**src/rtl/pipe_stage_pkg.sv**
```systemverilog
// Shared types and payload layout for pipe_stage_register.
// Payload is packed {ctrls, aluout, writedata, writereg}, with writereg in the LSBs.
package pipe_stage_pkg;

  typedef enum logic [1:0] {
    EMPTY = 2'b00,
    BUSY  = 2'b01,
    FULL  = 2'b10
  } state_t;

  localparam int OFF_WRITEREG = 0;

  function automatic int payload_w(input int ctrl_w, input int data_w, input int reg_w);
    return ctrl_w + 2 * data_w + reg_w;
  endfunction

  function automatic int off_writedata(input int reg_w);
    return reg_w;
  endfunction

  function automatic int off_aluout(input int data_w, input int reg_w);
    return reg_w + data_w;
  endfunction

  function automatic int off_ctrls(input int data_w, input int reg_w);
    return reg_w + 2 * data_w;
  endfunction

endpackage

```
**src/rtl/pipe_stage_if.sv**
```systemverilog
// Upstream (_e) and downstream (_m) handshake bundle of one pipeline stage register.
// The master side is the surrounding pipeline; the slave side is the stage itself.
interface pipe_stage_if #(
  parameter int CTRL_W = 3,
  parameter int DATA_W = 32,
  parameter int REG_W  = 5
);
  logic              valid_e;
  logic              ready_e;
  logic [CTRL_W-1:0] ctrls_e;
  logic [DATA_W-1:0] aluout_e;
  logic [DATA_W-1:0] writedata_e;
  logic [REG_W-1:0]  writereg_e;
  logic              valid_m;
  logic              ready_m;
  logic [CTRL_W-1:0] ctrls_m;
  logic [DATA_W-1:0] aluout_m;
  logic [DATA_W-1:0] write_data_m;
  logic [REG_W-1:0]  writereg_m;

  modport master (
    output valid_e, ctrls_e, aluout_e, writedata_e, writereg_e, ready_m,
    input  ready_e, valid_m, ctrls_m, aluout_m, write_data_m, writereg_m
  );

  modport slave (
    input  valid_e, ctrls_e, aluout_e, writedata_e, writereg_e, ready_m,
    output ready_e, valid_m, ctrls_m, aluout_m, write_data_m, writereg_m
  );
endinterface

```
**src/rtl/stage_payload_reg.sv**
```systemverilog
// Payload holding register with load enable; clears to zero on async reset.
module stage_payload_reg #(
  parameter int W = 8
) (
  input  logic         clk,
  input  logic         reset,
  input  logic         i_load,
  input  logic [W-1:0] i_d,
  output logic [W-1:0] o_q
);
  logic [W-1:0] r_q;

  always_ff @(posedge clk or posedge reset) begin
    if (reset)       r_q <= '0;
    else if (i_load) r_q <= i_d;
  end

  assign o_q = r_q;
endmodule

```
**src/rtl/pipe_stage_register.sv**
```systemverilog
// Valid/ready pipeline stage register with optional skid entry, flush and stall counter.
// state | meaning
// EMPTY | nothing held, valid_m=0
// BUSY  | output register holds a beat, skid empty
// FULL  | output and skid both hold a beat, ready_e=0
module pipe_stage_register #(
  parameter int CTRL_W      = 3,
  parameter int DATA_W      = 32,
  parameter int REG_W       = 5,
  parameter int SKID        = 1,
  parameter int STALL_CNT_W = 16
) (
  input  logic                   clk,
  input  logic                   reset,
  input  logic                   flush,
  pipe_stage_if.slave            bus,
  output logic [STALL_CNT_W-1:0] stall_cnt
);
  import pipe_stage_pkg::*;

  localparam int PAYLOAD_W = payload_w(CTRL_W, DATA_W, REG_W);
  localparam int OFF_WDATA = off_writedata(REG_W);
  localparam int OFF_ALU   = off_aluout(DATA_W, REG_W);
  localparam int OFF_CTRL  = off_ctrls(DATA_W, REG_W);
  localparam logic [STALL_CNT_W-1:0] STALL_ONE = 1;

  state_t                 r_state, w_next;
  logic                   w_in_fire, w_out_fire, w_valid_m, w_ready_e, w_load_out;
  logic [PAYLOAD_W-1:0]   w_in_payload, w_out_d, w_out_q;
  logic [STALL_CNT_W-1:0] r_stall_cnt;

  assign w_valid_m    = (r_state != EMPTY);
  assign w_in_fire    = bus.valid_e & w_ready_e;
  assign w_out_fire   = w_valid_m & bus.ready_m;
  assign w_in_payload = {bus.ctrls_e, bus.aluout_e, bus.writedata_e, bus.writereg_e};

  always_comb begin
    w_next     = r_state;
    w_load_out = 1'b0;
    if (flush) begin
      w_next = EMPTY;
    end else begin
      case (r_state)
        EMPTY: if (w_in_fire) begin
          w_next     = BUSY;
          w_load_out = 1'b1;
        end
        BUSY: begin
          if (w_in_fire && w_out_fire) begin
            w_load_out = 1'b1;
          end else if (w_in_fire) begin
            w_next = FULL;
          end else if (w_out_fire) begin
            w_next = EMPTY;
          end
        end
        FULL: if (w_out_fire) begin
          w_next     = BUSY;
          w_load_out = 1'b1;
        end
        default: w_next = EMPTY;
      endcase
    end
  end

  always_ff @(posedge clk or posedge reset) begin
    if (reset) r_state <= EMPTY;
    else       r_state <= w_next;
  end

  stage_payload_reg #(.W(PAYLOAD_W)) u_out (
    .clk    (clk),
    .reset  (reset),
    .i_load (w_load_out),
    .i_d    (w_out_d),
    .o_q    (w_out_q)
  );

  generate
    if (SKID != 0) begin : g_skid
      logic                 w_load_skid;
      logic [PAYLOAD_W-1:0] w_skid_q;
      logic                 r_ready_e;

      assign w_load_skid = ~flush & (r_state == BUSY) & w_in_fire & ~w_out_fire;

      stage_payload_reg #(.W(PAYLOAD_W)) u_skid (
        .clk    (clk),
        .reset  (reset),
        .i_load (w_load_skid),
        .i_d    (w_in_payload),
        .o_q    (w_skid_q)
      );

      // Draining FULL promotes the skid entry; every other load takes the input beat.
      assign w_out_d = (r_state == FULL) ? w_skid_q : w_in_payload;

      always_ff @(posedge clk or posedge reset) begin
        if (reset) r_ready_e <= 1'b1;
        else       r_ready_e <= (w_next != FULL);
      end
      assign w_ready_e = r_ready_e;
    end else begin : g_noskid
      assign w_out_d   = w_in_payload;
      assign w_ready_e = ~w_valid_m | bus.ready_m;
    end
  endgenerate

  always_ff @(posedge clk or posedge reset) begin
    if (reset) begin
      r_stall_cnt <= '0;
    end else if (w_valid_m && !bus.ready_m && (r_stall_cnt != '1)) begin
      r_stall_cnt <= r_stall_cnt + STALL_ONE;
    end
  end

  assign bus.ready_e      = w_ready_e;
  assign bus.valid_m      = w_valid_m;
  assign bus.ctrls_m      = w_valid_m ? w_out_q[OFF_CTRL +: CTRL_W] : '0;
  assign bus.aluout_m     = w_out_q[OFF_ALU +: DATA_W];
  assign bus.write_data_m = w_out_q[OFF_WDATA +: DATA_W];
  assign bus.writereg_m   = w_out_q[OFF_WRITEREG +: REG_W];
  assign stall_cnt        = r_stall_cnt;
endmodule

```
**src/flat_wrapper.sv**
```systemverilog
// flat-port wrapper written by rule: the top's interface ports become plain ports
module pipe_stage_register_flat import pipe_stage_pkg::*;
#(
  parameter int CTRL_W      = 3,
  parameter int DATA_W      = 32,
  parameter int REG_W       = 5,
  parameter int SKID        = 1,
  parameter int STALL_CNT_W = 16
)
  (clk, reset, flush, stall_cnt, bus_valid_e, bus_ctrls_e, bus_aluout_e, bus_writedata_e, bus_writereg_e, bus_ready_m, bus_ready_e, bus_valid_m, bus_ctrls_m, bus_aluout_m, bus_write_data_m, bus_writereg_m);
  pipe_stage_if #(.CTRL_W(CTRL_W), .DATA_W(DATA_W), .REG_W(REG_W)) bus_i ();
  input  logic clk;
  input  logic reset;
  input  logic flush;
  output logic [STALL_CNT_W-1:0] stall_cnt;
  input wire logic [$bits(bus_i.valid_e)-1:0] bus_valid_e;
  input wire logic [$bits(bus_i.ctrls_e)-1:0] bus_ctrls_e;
  input wire logic [$bits(bus_i.aluout_e)-1:0] bus_aluout_e;
  input wire logic [$bits(bus_i.writedata_e)-1:0] bus_writedata_e;
  input wire logic [$bits(bus_i.writereg_e)-1:0] bus_writereg_e;
  input wire logic [$bits(bus_i.ready_m)-1:0] bus_ready_m;
  output wire logic [$bits(bus_i.ready_e)-1:0] bus_ready_e;
  output wire logic [$bits(bus_i.valid_m)-1:0] bus_valid_m;
  output wire logic [$bits(bus_i.ctrls_m)-1:0] bus_ctrls_m;
  output wire logic [$bits(bus_i.aluout_m)-1:0] bus_aluout_m;
  output wire logic [$bits(bus_i.write_data_m)-1:0] bus_write_data_m;
  output wire logic [$bits(bus_i.writereg_m)-1:0] bus_writereg_m;
  assign bus_i.valid_e = bus_valid_e;
  assign bus_i.ctrls_e = bus_ctrls_e;
  assign bus_i.aluout_e = bus_aluout_e;
  assign bus_i.writedata_e = bus_writedata_e;
  assign bus_i.writereg_e = bus_writereg_e;
  assign bus_i.ready_m = bus_ready_m;
  assign bus_ready_e = bus_i.ready_e;
  assign bus_valid_m = bus_i.valid_m;
  assign bus_ctrls_m = bus_i.ctrls_m;
  assign bus_aluout_m = bus_i.aluout_m;
  assign bus_write_data_m = bus_i.write_data_m;
  assign bus_writereg_m = bus_i.writereg_m;
  pipe_stage_register #(.CTRL_W(CTRL_W), .DATA_W(DATA_W), .REG_W(REG_W), .SKID(SKID), .STALL_CNT_W(STALL_CNT_W)) u_core (.clk(clk), .reset(reset), .flush(flush), .bus(bus_i), .stall_cnt(stall_cnt));
endmodule
```
**config.mk**
```make
export PLATFORM = sky130hd
export DESIGN_NAME = pipe_stage_register_flat
export DESIGN_NICKNAME = d
export VERILOG_FILES = /design/src/rtl/pipe_stage_pkg.sv /design/src/rtl/pipe_stage_if.sv /design/src/rtl/stage_payload_reg.sv /design/src/rtl/pipe_stage_register.sv /design/src/flat_wrapper.sv
export SDC_FILE = /design/constraint.sdc
export NUM_CORES = 1
export LEC_CHECK = 0
export CORE_MARGIN = 3
export CORE_UTILIZATION = 55
export DETAILED_ROUTE_END_ITERATION = 12
export PLACE_DENSITY = 0.94
export SYNTH_ARGS = -nofsm -noshare
export SYNTH_HDL_FRONTEND = slang
export SYNTH_SLANG_ARGS = --single-unit
export TNS_END_PERCENT = 30
```
**constraint.sdc**
```tcl
create_clock -name clk -period 8.6 [get_ports clk]
set_input_delay 1.72 -clock clk [delete_from_list [all_inputs] [get_ports clk]]
set_output_delay 1.72 -clock clk [all_outputs]
set_load 0.01 [all_outputs]
```
## Yosys cells after proc, flatten, opt, wreduce, memory -nomap -nowiden

Cells that the tools add are included.

| storage, ports and cells | value |
|---|---|
| bits in registers | 163 |
| output and inout bits | 90 |

| cells by class | value |
|---|---|
| reductions and logical operators | 6 |
| bitwise operators | 7 |
| equal/unequal tests | 4 |
| muxes and demuxes | 14 |
| add/sub/neg operators | 1 |

Operators by type and width:

| operator | count |
|---|---|
| 72-bit two-way mux | 1 |
| 16-bit by 1-bit adder with 16-bit output (second input constant) | 1 |
| 16-bit inequality test (second input constant) | 1 |
| 2-bit two-way mux | 6 |
| 2-bit one-hot mux with 3 select lines | 1 |
| 1-bit AND | 5 |
| 1-bit two-way mux | 4 |
| 1-bit logical AND | 3 |
| 3-bit two-way mux | 1 |
| 1-bit one-hot mux with 3 select lines | 1 |
| 2-bit by 1-bit == test with 1-bit output (second input constant) | 1 |
| 2-bit == test (second input constant) | 1 |
| 2-bit logical NOT | 1 |
| 2-bit inequality test (second input constant) | 1 |
| 1-bit NOT | 2 |
| 2-bit nonzero test | 1 |
| 1-bit logical NOT | 1 |

## Depth between registers and ports, before layout

Gate-level depths: netlist of the first run.

| depth | value |
|---|---|
| word-level depth | 8 |
| gate-level depth with buffers | 6 |
| depth with buffers taken out | 5 |

## Cells and area by module

Synthesis of the first run repeated with hierarchy kept, for this count alone.

| unflattened totals | value |
|---|---|
| cells, all modules | 484 |
| area total of the unflattened synthesis | 7957.6 sq um |

By module, submodules not included:

| module | instances | seq. area each (sq um) | cells each | area an instance (sq um) |
|---|---|---|---|---|
| stage_payload_reg | 2 | 1801.7 | 153 | 3030.4 |
| pipe_stage_register | 1 | 476.7 | 178 | 1896.8 |

## Worst setup path after synthesis of the first run

Ideal clock, no wire load.

| timing path | value |
|---|---|
| kind | input -> register |
| start point | input bus_valid_e |
| end point | register u_core.g_skid.u_skid.r_q[40] (netlist: u_core.g_skid.u_skid.o_q[40]) |
| cell stages on the path | 4 |
| setup time | 0.125 ns |
| data required time | 8.475 ns |
| buffers on the path | 1 |
| arrival time | 2.643 ns |
| setup slack | 5.833 ns |
| cell sequence | and3b_2 > nand3_2 > buf_4 > mux2_2 |

| between the ends | value |
|---|---|
| longest elaborated chain between the ends | 3 |

RTL lines:

| element | line | source |
|---|---|---|
| from (decl) | flat_wrapper.sv:16 | `input wire logic [$bits(bus_i.valid_e)-1:0] bus_valid_e;` |
| 1-bit AND | pipe_stage_register.sv:33 | `assign w_in_fire = bus.valid_e & w_ready_e;` |
| 1-bit AND (2 in series) | pipe_stage_register.sv:85 | `assign w_load_skid = ~flush & (r_state == BUSY) & w_in_fire & ~w_out_fire;` |
| to (signal assigned) | stage_payload_reg.sv:15 | `else if (i_load) r_q <= i_d;` |
| to (decl) | stage_payload_reg.sv:11 | `logic [W-1:0] r_q;` |

Every way passes these cells.
A chain may end at the register's enable or synchronous reset.

## Worst setup path in the final report of the first run

| timing path | value |
|---|---|
| start point | input bus_ready_m |
| end point | register u_core.u_out.r_q[3] (netlist: u_core.u_out.o_q[3]) |

| between the ends | value |
|---|---|
| longest elaborated chain between the ends | 5 |
| elaborated cells on any way between the ends | 6 |
| those cells by class | mux (4); bitwise (1); reduce/logical (1) |

RTL lines:

| element | line | source |
|---|---|---|
| from (decl) | flat_wrapper.sv:21 | `input wire logic [$bits(bus_i.ready_m)-1:0] bus_ready_m;` |
| 1-bit AND * | pipe_stage_register.sv:34 | `assign w_out_fire = w_valid_m & bus.ready_m;` |
| 1-bit logical AND | pipe_stage_register.sv:49 | `if (w_in_fire && w_out_fire) begin` |
| 1-bit two-way mux | pipe_stage_register.sv:49 |  |
| 1-bit one-hot mux with 3 select lines * | pipe_stage_register.sv:43 | `case (r_state)` |
| 1-bit two-way mux * | pipe_stage_register.sv:40 | `if (flush) begin` |
| to (signal assigned) | stage_payload_reg.sv:15 |  |
| to (decl) | stage_payload_reg.sv:11 |  |

Every way passes the cells marked *; elsewhere a longest branch is shown, timed or not.

==> qor.yml, run 1 <==
clk_pin_slew_worst_paths_ns: 0.06
n_fill_cell: 897
grt_overflow_total: 0
synthTopCellsByArea: "dfrtp_1, mux2_2, mux2i_1, buf_4, a21oi_1"
syn-num-nets: 717
numPortBuffers: 166
antenna_found_initial: 0
ir_worst_vdd_mv: 0.235
synth-main-ff-cell: "dfrtp_1"
first_iter_violations: 232
pwr_density_cell_nw_per_um2: 251
yosys_warnings: 0
h-tree-depth: 4
start_util: 0.566
rsz0062_at_grt: "false"
nets: 805
gp_congestion: 0.809
synth_common_cells: "dfrtp_1, nor2_1, a21oi_1, buf_4, mux2_2"
antenna_cells: 0
synthesis.area_sq_um: 7550
path_max_fanout: 75
numClockSinks: 163
min_period_over_period: 0.466
critPathCaptureType: "flop"
worstReg2RegEnd: "u_core.u_out.o_q[3]"
regToRegSetupSlack_ns: 5.90
route.detailed.wl_per_inst_microns: 17.5
vias_per_cell: 5.48
ys_seq_area_frac: 0.540
cts_resized: 0
cts-root-buf: "clkbuf_16"
cts.path.max_buffers: 2
synth_edf_count: 0
r2r_cells: 6
first_pass_iters: 4
path_class: "input pin to flop"
groute.usage.overall: 0.220
preCtsSetupSlack_ns: 4.23
power_mw: 2.35
synth.avg_cell_area_sq_um: 11.8
die_h_microns: 123
max_freq_ghz: 0.250
clock_skew_ns: 0.00697
synth_top_area_share: 0.537
num_vias: 5016
ys_seq_elements: 163
synthArstFlopShare: 1.00
row_count: 42
r2r_start: "u_core.r_state[1]"
die_w_microns: 123
ant_nets: 0
cts_buffers: 17
endpoint: "u_core.u_out.o_q[3]"
final_util: 0.702
layout-drive-gt1-share: 0.164
fin_ws_ns: 4.60
ys_types: 41
max-cap-violations: 0
area.growth.synth_to_final_pct: 24.1
pin_count: 167
die-area_sq_um: 15200
placed_area_sq_um: 8760
cts_setup_buffers: 0
synth_largest_area_cell: "dfrtp_1"
crit_arrival_ns: 4.34
worst_setup_path_start_kind: "input pin"
synth_cells: 639
cts_tree: "built"
startpoint: "bus_ready_m"
grt_pass1_wl_microns: 26000
fin_setup_tns_ns: 0
outcome: "finished, final reports clean"
clock_latency_ns: 0.41
fin_area_sq_um: 9370
setup-violations-final: 0
timing.max_slew.rel_slack: 0.262
maxSlewViolCount: 0
required_ns: 8.93
grt_pass1_vias: 5420
routed_wl_microns: 16000
tightestPinTransition_ns: 1.11
hold_buffers: 0
grt_start_max_net_pins: 107
hold_path_class: "flop to flop"
dp_hpwl_microns: 10900
coreArea_sq_um: 13300
yosysMostFrequentCell: "dfrtp_1"
drc: 0
period_minus_slack_ns: 4.00
hold_violations: 0
leakage_nw: 4.38
[cell families (layout without fill, tap and decap cells)]
group	after synthesis	after routing	share of synthesized area
mux	148	148	0.209
xor+xnor	8	8	0.00928
compound gates	89	89	0.0639
simple gates	122	122	0.0752
fa+ha+maj	1	1	0.00166
buf+inv	108	209	0.101
flops	163	163	0.540
[worst min-delay path by stage]
stage                            startpoint                           end  depth (start not counted)
4_1_cts        u_core.g_skid.u_skid.o_q[40]  u_core.g_skid.u_skid.o_q[40]                          1
6_report       u_core.g_skid.u_skid.o_q[40]  u_core.g_skid.u_skid.o_q[40]                          1
3_5_place_dp   u_core.g_skid.u_skid.o_q[56]  u_core.g_skid.u_skid.o_q[56]                          1
3_3_place_gp   u_core.g_skid.u_skid.o_q[56]  u_core.g_skid.u_skid.o_q[56]                          1
5_1_grt        u_core.g_skid.u_skid.o_q[40]  u_core.g_skid.u_skid.o_q[40]                          1
2_1_floorplan  u_core.g_skid.u_skid.o_q[40]  u_core.g_skid.u_skid.o_q[40]                          1
[registers in the layout, summed over array words and instances, names as in the netlist]
name,cells
u_core.bus.ready_e,1
u_core.g_skid.u_skid.o_q,72
u_core.r_state,2
u_core.stall_cnt,16
u_core.u_out.o_q,72
[where the power goes]
group	switching (mW)	leakage (nW)	total (mW)	internal (mW)
Combinational	0.207	2.16	0.508	0.302
Sequential	0.116	1.92	1.07	0.952
Clock	0.306	0.294	0.774	0.468
Total	0.628	4.38	2.35	1.72
[layout make-up]
class	instances	area [sq um]	area share
Clock inverter	14	175	0.0187
Timing Repair Buffer	170	1690	0.181
Sequential cell	163	4080	0.435
Multi-Input combinational cell	368	2730	0.292
Clock buffer	18	439	0.0469
Tap cell	176	220	0.0235
Inverter	7	31.3	0.00334
[critical path: stages]
cell	delay, ns
clkdlybuf4s50_1	0.62
nand3b_1	0.18
a31oi_4	0.19
buf_4	0.58
buf_4	0.69
nor2_1	0.12
a21oi_1	0.17
[layer usage]
metal,wire (microns),vias to the layer above,GRT usage,part of all wire
li1,-,2324,-,-
met1,6330,2492,0.250,0.40
met2,8340,160,0.389,0.52
met3,875,40,0.0549,0.055
met4,462,0,0.0983,0.029
met5,0,-,0,0
[metrics by stage]
stage | hold WS, ns | std cells
global placement | 0.485 | 884
CTS | 0.507 | 916
finish | 0.505 | 916
floorplan | 0.479 | 639
global route | 0.515 | 916
detailed placement | 0.493 | 884
[placed cells by master (no fill, tap or decap), types with 2 or more instances in the layout]
master and count:
clkdlybuf4s50_1 166, dfrtp_1 162, nor2_1 81, a21oi_1 78
mux2_2 75, mux2i_1 73, clkbuf_16 17, nand3_1 8
nand2_1 6, inv_1 6, nor2b_1 5, inv_6 5
nand4_1 4, xor2_1 4, xnor2_1 4, buf_4 4
nand3b_1 3, bufinv_16 3, clkinvlp_4 3, and3_1 2
a41oi_1 2, clkinv_2 2, clkinv_4 2
No activity file was read; power rests on OpenSTA's default activity.
==> run 2: changes to the inputs <==
CORE_UTILIZATION = 46   (was 55)
PLACE_DENSITY = 0.85   (was 0.94)
clock period = 3.5 ns   (was 8.6 ns; I/O delays follow)
==> run 2 against run 1 <==
Compared with the run above:
- clock skew fell by 0.00071 ns
- routed wire length fell by 7.1%
- die area rose by 19%
- highest routed layer unchanged
- largest power group unchanged
- sequential power rose by 140%
==> qor.yml, run 2 (same netlist as run 1, synthesis figures left out) <==
preCtsSetupSlack_ns: 0.606
groute.usage.overall: 0.170
antenna_found_initial: 0
layout-drive-gt1-share: 0.154
seq_area_sq_um: 4080
timing.max_slew.rel_slack: 0.342
cts_resized: 0
rsz0062_at_grt: "false"
dp_hpwl_microns: 9820
path_max_fanout: 9
outcome: "finished, final reports clean"
final_cell_mix: "clkdlybuf4s50_1, dfrtp_1, nor2_1"
critPathCaptureType: "primary output"
gp_congestion: 0.785
area.growth.synth_to_final_pct: 24.9
die_h_microns: 134
cts_tree: "built"
numPortBuffers: 166
fin_ws_ns: 0.803
fin_area_sq_um: 9440
ant_nets: 0
cts.path.max_buffers: 2
antenna_cells: 0
clock_skew_ns: 0.00626
cts_setup_buffers: 0
max_freq_ghz: 0.371
period_minus_slack_ns: 2.70
vias_per_cell: 5.06
route.detailed.wl_per_inst_microns: 15.6
hold_path_class: "flop to flop"
worst_setup_path_start_kind: "flop"
grt_start_max_net_pins: 164
first_pass_iters: 5
first_iter_violations: 171
numClockSinks: 163
multiInputGateArea_sq_um: 2730
fin_setup_tns_ns: 0
crit_arrival_ns: 2.00
coreArea_sq_um: 16000
cts_buffers: 17
grt_overflow_total: 0
clk_pin_slew_worst_paths_ns: 0.06
row_count: 46
ir_worst_vdd_mv: 0.329
num_vias: 4830
layout_commonest_cell: "clkdlybuf4s50_1"
clock_latency_ns: 0.41
tightestPinTransition_ns: 0.987
n_fill_cell: 1353
path_class: "flop to primary output"
placed_area_sq_um: 8860
routed_wl_microns: 14900
nets: 806
h-tree-depth: 4
min_period_over_period: 0.771
grt_pass1_vias: 4900
pin_count: 167
hold_buffers: 0
start_util: 0.472
hold_violations: 0
leakage_nw: 4.38
cts-root-buf: "clkbuf_16"
drc: 0
required_ns: 2.80
die_w_microns: 134
maxSlewViolCount: 0
die-area_sq_um: 18000
max-cap-violations: 0
power_mw: 5.68
setup-violations-final: 0
final_util: 0.590
pwr_density_cell_nw_per_um2: 602
grt_pass1_wl_microns: 24700
run 2: path summary, 6_finish.rpt:
path | slack [ns] | depth (start not counted) | endpoint | start
setup / recovery | 0.80 | 3 | bus_ctrls_m[2] | u_core.r_state[0]
hold / removal | 0.50 | 1 | u_core.g_skid.u_skid.o_q[29] | u_core.g_skid.u_skid.o_q[29]
setup reg to reg | 1.28 | 4 | u_core.g_skid.u_skid.o_q[58] | u_core.r_state[1]
hold reg to reg | 0.50 | 1 | u_core.g_skid.u_skid.o_q[29] | u_core.g_skid.u_skid.o_q[29]
max in group asynchronous | 1.87 | 3 | u_core.u_out.o_q[71] | reset
min in group asynchronous | 0.96 | 3 | u_core.u_out.o_q[1] | reset
run 2: worst max-delay path, cell delays in order, from the launching register on:
cell             delay [ns]
dfrtp_1                0.48
nor2_1                 0.48
nor2b_1                0.09
clkdlybuf4s50_1        0.53
run 2: final cells by class:
cell class | instances | area share
clock inverters | 5 | 0.0109
multi-input cells | 368 | 0.290
clock buffers | 24 | 0.0500
repair buffers | 171 | 0.185
inverters | 7 | 0.00318
well taps | 216 | 0.0286
flip-flops and latches | 163 | 0.432
run 2: metrics by stage:
stage,std cells,hold slack (ns)
after global routing,954,0.513
after global placement,925,0.487
final,954,0.503
after floorplan,639,0.479
after detailed placement,925,0.492
after CTS,954,0.506
run 2: power by group:
part | internal [mW] | switching (mW)
Combinational | 0.748 | 0.492
Clock | 1.15 | 0.692
Sequential | 2.34 | 0.263
Total | 4.24 | 1.45
run 2: routing by layer:
layer  vias up  global-route usage  wire [microns]
met1      2342               0.215            6450
met2       142               0.279            7140
met5         -                   0               0
met3        19              0.0529            1010
li1       2327                   -               -
met4         0              0.0605             274
==> run 3: changes to the inputs <==
CORE_UTILIZATION = 51   (was 46)
PLACE_DENSITY = 0.89   (was 0.85)
clock period = 2.5 ns   (was 3.5 ns; I/O delays follow)
==> run 3 against run 2 <==
Compared with the run above:
- non-clock buffer count up 3
- flip-flop and latch count unchanged
- via count up 3.5%
- total power up 50%
- die area decreased by 9.4%
- cell count fell by 3.1%
- register-to-register slack worse by 0.73 ns
- first-iteration DRC count increased by 49%
- critical path type unchanged
- largest cell class unchanged
==> qor.yml, run 3 (same netlist as run 1, synthesis figures left out) <==
ant_nets: 0
nets: 809
vias_per_cell: 5.41
outcome: "finished, final reports clean"
coreArea_sq_um: 14200
die_w_microns: 128
dp_hpwl_microns: 10900
row_count: 43
numClockSinks: 163
cts-root-buf: "clkbuf_16"
path_max_fanout: 9
grt_pass1_vias: 5291
cts_tree: "built"
required_ns: 2.00
setup-violations-final: 0
tightestPinTransition_ns: 0.498
placed_area_sq_um: 8880
layout-drive-gt1-share: 0.167
max_freq_ghz: 0.429
max-cap-violations: 0
cts_resized: 0
timing.max_slew.rel_slack: 0.668
gp_congestion: 0.921
h-tree-depth: 4
first_iter_violations: 254
path_class: "flop to primary output"
clock_latency_ns: 0.42
leakage_nw: 4.48
clk_pin_slew_worst_paths_ns: 0.06
maxSlewViolCount: 0
antenna_found_initial: 0
ir_worst_vdd_mv: 0.486
grt_pass1_wl_microns: 25800
cts.path.max_buffers: 2
period_minus_slack_ns: 2.33
min_period_over_period: 0.933
n_fill_cell: 1023
groute.usage.overall: 0.200
grt_overflow_total: 0
hold_violations: 0
fin_area_sq_um: 9580
pin_count: 167
crit_arrival_ns: 1.83
first_pass_iters: 4
hold_buffers: 0
critPathCaptureType: "primary output"
power_mw: 8.50
final_util: 0.675
multiInputGateArea_sq_um: 2730
worst_setup_path_start_kind: "flop"
drc: 0
cts_buffers: 17
num_vias: 4997
antenna_cells: 0
layout_commonest_cell: "clkdlybuf4s50_1"
rsz0062_at_grt: "false"
hold_path_class: "flop to flop"
clock_skew_ns: 0.00962
area.growth.synth_to_final_pct: 26.9
seq_area_sq_um: 4080
grt_start_max_net_pins: 84
start_util: 0.532
die_h_microns: 128
die-area_sq_um: 16300
numPortBuffers: 166
routed_wl_microns: 16000
pwr_density_cell_nw_per_um2: 887
route.detailed.wl_per_inst_microns: 17.3
final_cell_mix: "clkdlybuf4s50_1, dfrtp_1, nor2_1"
cts_setup_buffers: 0
[run 3: cell types whose count changed in the layout (fill, tap and decap cells not counted), sizes merged]
cell and change:
inv +2, buf +3, clkinv +1, clkbuf -4, bufinv +4
[run 3: area by class of cell]
type                       count  area share
clock buffer                  20      0.0477
clock inverter                12      0.0260
sequential                   163       0.426
inverter                       7     0.00313
tap                          180      0.0235
timing repair buffer         174       0.189
multi-input combinational    368       0.285
[run 3: path summary, 6_finish.rpt]
kind / start / end / slack, ns / depth (start not counted)
max: u_core.r_state[0] / bus_ctrls_m[1] / 0.17 / 3
min: u_core.g_skid.u_skid.o_q[40] / u_core.g_skid.u_skid.o_q[40] / 0.50 / 1
max reg2reg: u_core.r_state[0] / u_core.u_out.o_q[29] / 0.55 / 4
min reg2reg: u_core.g_skid.u_skid.o_q[40] / u_core.g_skid.u_skid.o_q[40] / 0.50 / 1
max in group asynchronous: reset / u_core.bus.ready_e / 1.55 / 3
min in group asynchronous: reset / u_core.g_skid.u_skid.o_q[32] / 0.58 / 3
[run 3: per-stage QoR]
stage,hold slack [ns],setup slack [ns],TNS [ns],instances
CTS,0.507,0.143,0,924
global route,0.510,0.0288,0,924
detailed placement,0.492,0.166,0,892
floorplan,0.479,-0.0700,-11.34,639
finish,0.502,0.168,0,924
global placement,0.485,0.298,0,892
[run 3: report_power, final]
part / internal, mW / total [mW] / switching [mW]
clock network: 2.03 / 3.07 / 1.04
logic: 1.05 / 1.76 / 0.710
registers: 3.28 / 3.67 / 0.392
total: 6.36 / 8.50 / 2.14
[run 3: worst max-delay path, stage by stage, from the launching register on]
cell and delay (ns):
dfrtp_1 0.48, nor2_1 0.34, nor2b_1 0.10, clkdlybuf4s50_1 0.49
[run 3: layer usage]
layer / part of all wire / vias up / track usage
met4: 0.030 / 0 / 0.0911
met3: 0.057 / 37 / 0.0475
met2: 0.51 / 161 / 0.346
met5: 0 / - / 0
met1: 0.40 / 2479 / 0.238
li1: - / 2320 / -
